`src/rtl/rgbw_pkg.sv`:
```
// Shared constants and helpers for the RGBW PWM driver.
// Channel indices, phase stagger step and the full-scale duty code.
package rgbw_pkg;

   typedef logic [7:0] duty_t;

   localparam int unsigned NUM_CH = 4;
   localparam int unsigned CH_R   = 0;
   localparam int unsigned CH_G   = 1;
   localparam int unsigned CH_B   = 2;
   localparam int unsigned CH_W   = 3;

   localparam logic [7:0] PHASE_STEP = 8'd64;
   localparam logic [7:0] DUTY_FULL  = 8'hFF;
   localparam logic [7:0] CNT_LAST   = 8'hFF;

   // Phase offset of channel ch; zero for every channel when stagger is off.
   function automatic logic [7:0] ch_offset(input int unsigned ch, input bit stagger);
      logic [7:0] w_off;
      w_off = 8'(ch) * PHASE_STEP;
      return stagger ? w_off : 8'd0;
   endfunction

endpackage

```
`src/rtl/pwm_channel.sv`:
```
// One PWM channel: double-buffered duty, phase-offset compare and registered pin.
// The shadow only changes on the period wrap tick or while the driver is disabled.
module pwm_channel
   import rgbw_pkg::*;
#(
   parameter logic [7:0] OFFSET = 8'd0
) (
   input  logic       i_clk,
   input  logic       i_rst_n,
   input  logic       i_en,
   input  logic       i_tick,
   input  logic       i_load,
   input  logic [7:0] i_pwm_cnt,
   input  duty_t      i_duty,
   output logic       o_pwm
);

   duty_t      r_shadow;
   logic       r_out;
   logic [7:0] w_phase;
   logic       w_high;
   logic       w_take;

   always_comb begin
      w_phase = i_pwm_cnt + OFFSET;
      // Full scale must not drop for one count at phase 255.
      w_high  = (r_shadow == DUTY_FULL) || (w_phase < r_shadow);
      w_take  = !i_en || (i_tick && i_load);
   end

   always_ff @(posedge i_clk or negedge i_rst_n) begin
      if (!i_rst_n) begin
         r_shadow <= '0;
         r_out    <= 1'b0;
      end else begin
         if (w_take) begin
            r_shadow <= i_duty;
         end
         r_out <= i_en && w_high;
      end
   end

   assign o_pwm = r_out;

endmodule

```
`src/rtl/rgbw_pwm_driver.sv`:
```
// Four-channel RGBW LED PWM driver with period-synchronous duty update.
// Holds the prescaler, the shared 8-bit period counter and the load pulse.
module rgbw_pwm_driver
   import rgbw_pkg::*;
#(
   parameter int unsigned CLK_DIV = 4,
   parameter bit          STAGGER = 1'b1
) (
   input  logic       clk,
   input  logic       reset,
   input  logic       en,
   input  logic [7:0] redIn,
   input  logic [7:0] greenIn,
   input  logic [7:0] blueIn,
   input  logic [7:0] whiteIn,
   output logic [3:0] pwmOut,
   output logic       periodStart
);

   localparam logic [7:0] DIV_LAST = 8'(CLK_DIV - 1);

   logic [7:0] r_div_cnt;
   logic [7:0] r_pwm_cnt;
   logic       r_period_start;

   logic       w_tick;
   logic       w_wrap;
   logic       w_load;
   duty_t      w_duty [NUM_CH];
   logic [3:0] w_pwm;

   always_comb begin
      w_tick = (r_div_cnt == DIV_LAST);
      w_wrap = (r_pwm_cnt == CNT_LAST);
      w_load = en && w_tick && w_wrap;
   end

   assign w_duty[CH_R] = redIn;
   assign w_duty[CH_G] = greenIn;
   assign w_duty[CH_B] = blueIn;
   assign w_duty[CH_W] = whiteIn;

   always_ff @(posedge clk or negedge reset) begin
      if (!reset) begin
         r_div_cnt      <= '0;
         r_pwm_cnt      <= '0;
         r_period_start <= 1'b0;
      end else if (!en) begin
         r_div_cnt      <= '0;
         r_pwm_cnt      <= '0;
         r_period_start <= 1'b0;
      end else begin
         r_div_cnt      <= w_tick ? 8'd0 : r_div_cnt + 8'd1;
         if (w_tick) begin
            r_pwm_cnt <= r_pwm_cnt + 8'd1;
         end
         // Aligned with the cycle in which the new shadows become visible.
         r_period_start <= w_load;
      end
   end

   for (genvar g = 0; g < NUM_CH; g++) begin : g_ch
      pwm_channel #(
         .OFFSET (ch_offset(g, STAGGER))
      ) u_ch (
         .i_clk     (clk),
         .i_rst_n   (reset),
         .i_en      (en),
         .i_tick    (w_tick),
         .i_load    (w_wrap),
         .i_pwm_cnt (r_pwm_cnt),
         .i_duty    (w_duty[g]),
         .o_pwm     (w_pwm[g])
      );
   end

   assign pwmOut      = w_pwm;
   assign periodStart = r_period_start;

endmodule

```
`config.mk`:
```
export PLATFORM = sky130hd
export DESIGN_NAME = rgbw_pwm_driver
export DESIGN_NICKNAME = d
export VERILOG_FILES = /design/src/rtl/rgbw_pkg.sv /design/src/rtl/pwm_channel.sv /design/src/rtl/rgbw_pwm_driver.sv
export SDC_FILE = /design/constraint.sdc
export NUM_CORES = 1
export LEC_CHECK = 0
export BUFFER_PORTS_ARGS = -buffer_cell sky130_fd_sc_hd__buf_4
export CAP_MARGIN = 10
export CORE_MARGIN = 5
export CORE_UTILIZATION = 60
export CTS_BUF_LIST = sky130_fd_sc_hd__clkbuf_4
export DETAILED_ROUTE_END_ITERATION = 10
export PLACE_DENSITY = 0.83
export SLEW_MARGIN = 20
export SYNTH_ARGS = -nofsm -noshare
export SYNTH_HDL_FRONTEND = slang
export SYNTH_SLANG_ARGS = --single-unit
```
`constraint.sdc`:
```
create_clock -name clk -period 6.06 [get_ports clk]
set_input_delay 0.606 -clock clk [delete_from_list [all_inputs] [get_ports clk]]
set_output_delay 0.606 -clock clk [all_outputs]
set_load 0.01 [all_outputs]
```
==> flow_summary_export.csv <==
group,metric,value,unit
final_layout,design_area,3313,sq um
run_status,status,"finished, final reports clean",
setup_path,crit_buf_inv,0,
grt,antenna_found_initial,0,
logic_synthesis,syn_inst,264,
logic_synthesis,synth_nets,330,
logic_synthesis,synth.avg_cell_area,11.22,sq um
cts,cts_tree,"built",
logic_synthesis,ys_ff_latch,53,
final_layout,finalNonFillerCells,368,
drt,drt-initial-drc-count,111,
setup_path,worstPathMaxFanout,32,
cts,post_cts_buffers,0,
grt,grt_max_degree,54,
placed_design,gp_congestion,0.8004,
timing,slew_viol_final,0,
die,die_w,80.26,microns
cts,clock-root-buffer,"clkbuf_4",
timing,fmaxAchievable,0.3633,GHz
grt,grt_pass1_vias,2099,
final_layout,syn_to_final_growth,11.87,%
timing,hold_viol_final,0,
drt,wl_per_cell,14.79,microns
flow_run,cap_viol_max_count,0,
cts,clockBufferDepth,2,
logic_synthesis,synth_top_flop_cell,"dfrtp_1",
cts,cts_inserted_buffers,5,
drt,drc,0,
timing,worst_pin_slew,1.016,ns
pwr,power_density,194.9,nW/um^2
die,rows,25,
cts,cts.sinks,53,
cts,clk_latency,0.36,ns
drt,ant_nets,0,
setup_path,max_stage_delay,0.83,ns
grt,overflow,0,
final_layout,nFillCells,388,
cts,htree_levels,2,
cts,clk_pin_slew,0.14,ns
pwr,ir_drop,0.0001343,V
die,core,4755,sq um
die,fp.dieH,80.26,microns
logic_synthesis,yosysSeqAreaShare,0.4478,
hold_path,hp-class,"in2async",
timing,max_slew_margin,0.3201,
placed_design,placed_area,3271,sq um
drt,drtPass1Iterations,4,
timing,finalSetupViolCount,0,
drt,num_vias,2060,
setup_path,end_kind,"flip-flop",
cts,ctsResizeCount,0,
logic_synthesis,async_flop_share,1.000,
final_layout,drive_above_1_share,0.2492,
setup_path,critPathKind,"reg2reg",
timing,setup-tns-final,0,ns
final_layout,n_antenna_cell,0,
final_layout,nets,368,
die,io_pins,40,
setup_path,critPathRequiredTime,6.31,ns
placed_design,port-buffer-count,39,
grt,grt_pass1_wl,9287,microns
timing,fin_crit,2.753,ns
logic_synthesis,synth_edf_count,0,
logic_synthesis,synth_area,2962,sq um
timing,fin_skew,0.01066,ns
setup_path,startpoint_type,"flip-flop",
drt,via_per_inst,5.598,
timing,rsz0062_at_grt,"false",
setup_path,critPathTopFamily,"compound AO/OA/AOI/OAI gates",
setup_path,cp_cell_sequence,"ha_1, nor3b_2, nand4_4, o21ai_4, mux2_2",
grt,track_usage,0.1869,
placed_design,dp_hpwl,4060,microns
cts,postCtsHoldBufs,0,
pwr,leakage,1.637,nW
setup_path,arrival,3.01,ns
logic_synthesis,yosysWarnings,0,
timing,post-route-period-util,0.4542,
die,initial_core_util,0.6229,
setup_path,worst_path_max_delay_cell,"o21ai_4",
timing,hold_slack,0.2497,ns
logic_synthesis,synth_cell_type_count,31,
placed_design,placedCellCount,362,
die,die_area,6441,sq um
drt,wl,5444,microns
per-layer routing:
layer,up-vias,global-route usage,part of all wire
met5,-,0,0
met4,0,0.07095,0.019
met3,13,0.03475,0.051
met2,43,0.3262,0.50
met1,1000,0.2280,0.43
li1,1004,-,-
report_power, final:
| part | switching (mW) | internal [mW] |
|---|---|---|
| Clock | 0.101 | 0.0406 |
| Sequential | 0.0199 | 0.380 |
| Combinational | 0.0484 | 0.0560 |
worst paths after layout:
path	from	to	slack, ns	cells past startpoint
setup / recovery	r_div_cnt[0]$_DFF_PN0_	g_ch[3].u_ch.r_shadow[1]$_DFFE_PN0P_	3.31	5
hold / removal	reset	r_div_cnt[4]$_DFF_PN0_	0.25	1
setup reg to reg	r_div_cnt[0]$_DFF_PN0_	g_ch[3].u_ch.r_shadow[1]$_DFFE_PN0P_	3.31	5
hold reg to reg	g_ch[1].u_ch.r_shadow[4]$_DFFE_PN0P_	g_ch[1].u_ch.r_shadow[4]$_DFFE_PN0P_	0.50	1
max in group asynchronous	reset	g_ch[2].u_ch.r_shadow[3]$_DFFE_PN0P_	5.36	1
min in group clk	redIn[3]	g_ch[0].u_ch.r_shadow[3]$_DFFE_PN0P_	0.45	2
kinds of logic (layout without fill, tap and decap cells):
family | Yosys count | after routing | share of synthesized area
xor+xnor | 13 | 13 | 0.03845
simple gates | 72 | 72 | 0.1420
fa+ha+maj | 31 | 31 | 0.1310
compound gates | 22 | 22 | 0.05450
buf+inv | 41 | 78 | 0.06464
mux | 32 | 32 | 0.1217
flops | 53 | 53 | 0.4478
placed cells by master (no fill, tap or decap), types with 5 or more instances in the layout:
master / synthesis / final
buf_4: 4 / 39
clkbuf_4: 0 / 5
dfrtp_1: 53 / 53
ha_1: 31 / 31
inv_1: 33 / 33
mux2_1: 9 / 9
mux2_2: 23 / 23
nand3_1: 12 / 12
nand4_1: 11 / 11
nor2_1: 18 / 18
nor3_1: 5 / 5
o21ai_0: 5 / 5
xor2_1: 10 / 10
area by class of cell:
cell class	count	area [sq um]	share of cell area
Timing Repair Buffer	39	292.8	0.08837
Clock buffer	5	37.54	0.01133
Multi-Input combinational cell	170	1444	0.4358
Inverter	33	123.9	0.03739
Sequential cell	53	1326	0.4003
Clock inverter	1	5.005	0.001511
Tap cell	67	83.83	0.02530
worst register-to-register path: cells and delay by family, from the launching register on:
family,cells,cell delay [ns]
AO/OA/AOI/OAI,1,0.83
adder cells (fa/ha/maj),1,0.24
flip-flops,1,0.43
multiplexers,1,0.44
AND/OR/NAND/NOR,2,0.70
sequential cells by signal (all words and copies together), names as in the netlist:
signal / cells
g_ch.u_ch.o_pwm: 4
g_ch.u_ch.r_shadow: 32
periodStart: 1
r_div_cnt: 8
r_pwm_cnt: 8
per-stage QoR:
stage                     power [mW]    util  setup WS, ns
after detailed placement      0.5124  0.6879         3.323
after global placement        0.5067  0.6879         3.416
after global routing          0.6881  0.6968         3.082
final                         0.6458  0.6968         3.307
after floorplan               0.4703       -         4.023
after CTS                     0.6558  0.6968         3.298
cell usage after synthesis (all sizes together), types with 4 or more instances:
| library cell | instances | share of area |
|---|---|---|
| a2111oi | 4 | 0.012 |
| a211oi | 4 | 0.010 |
| a21oi | 4 | 0.0068 |
| and3 | 4 | 0.0084 |
| buf | 7 | 0.022 |
| dfrtp | 53 | 0.45 |
| ha | 31 | 0.13 |
| inv | 33 | 0.042 |
| mux2 | 32 | 0.12 |
| nand2b | 4 | 0.0084 |
| nand3 | 12 | 0.020 |
| nand4 | 12 | 0.030 |
| nor2 | 18 | 0.023 |
| nor3 | 5 | 0.0084 |
| o21ai | 6 | 0.014 |
| o41ai | 4 | 0.012 |
| or4 | 4 | 0.010 |
| xor2 | 10 | 0.030 |
Note: power is estimated with default switching activity, not from simulation.
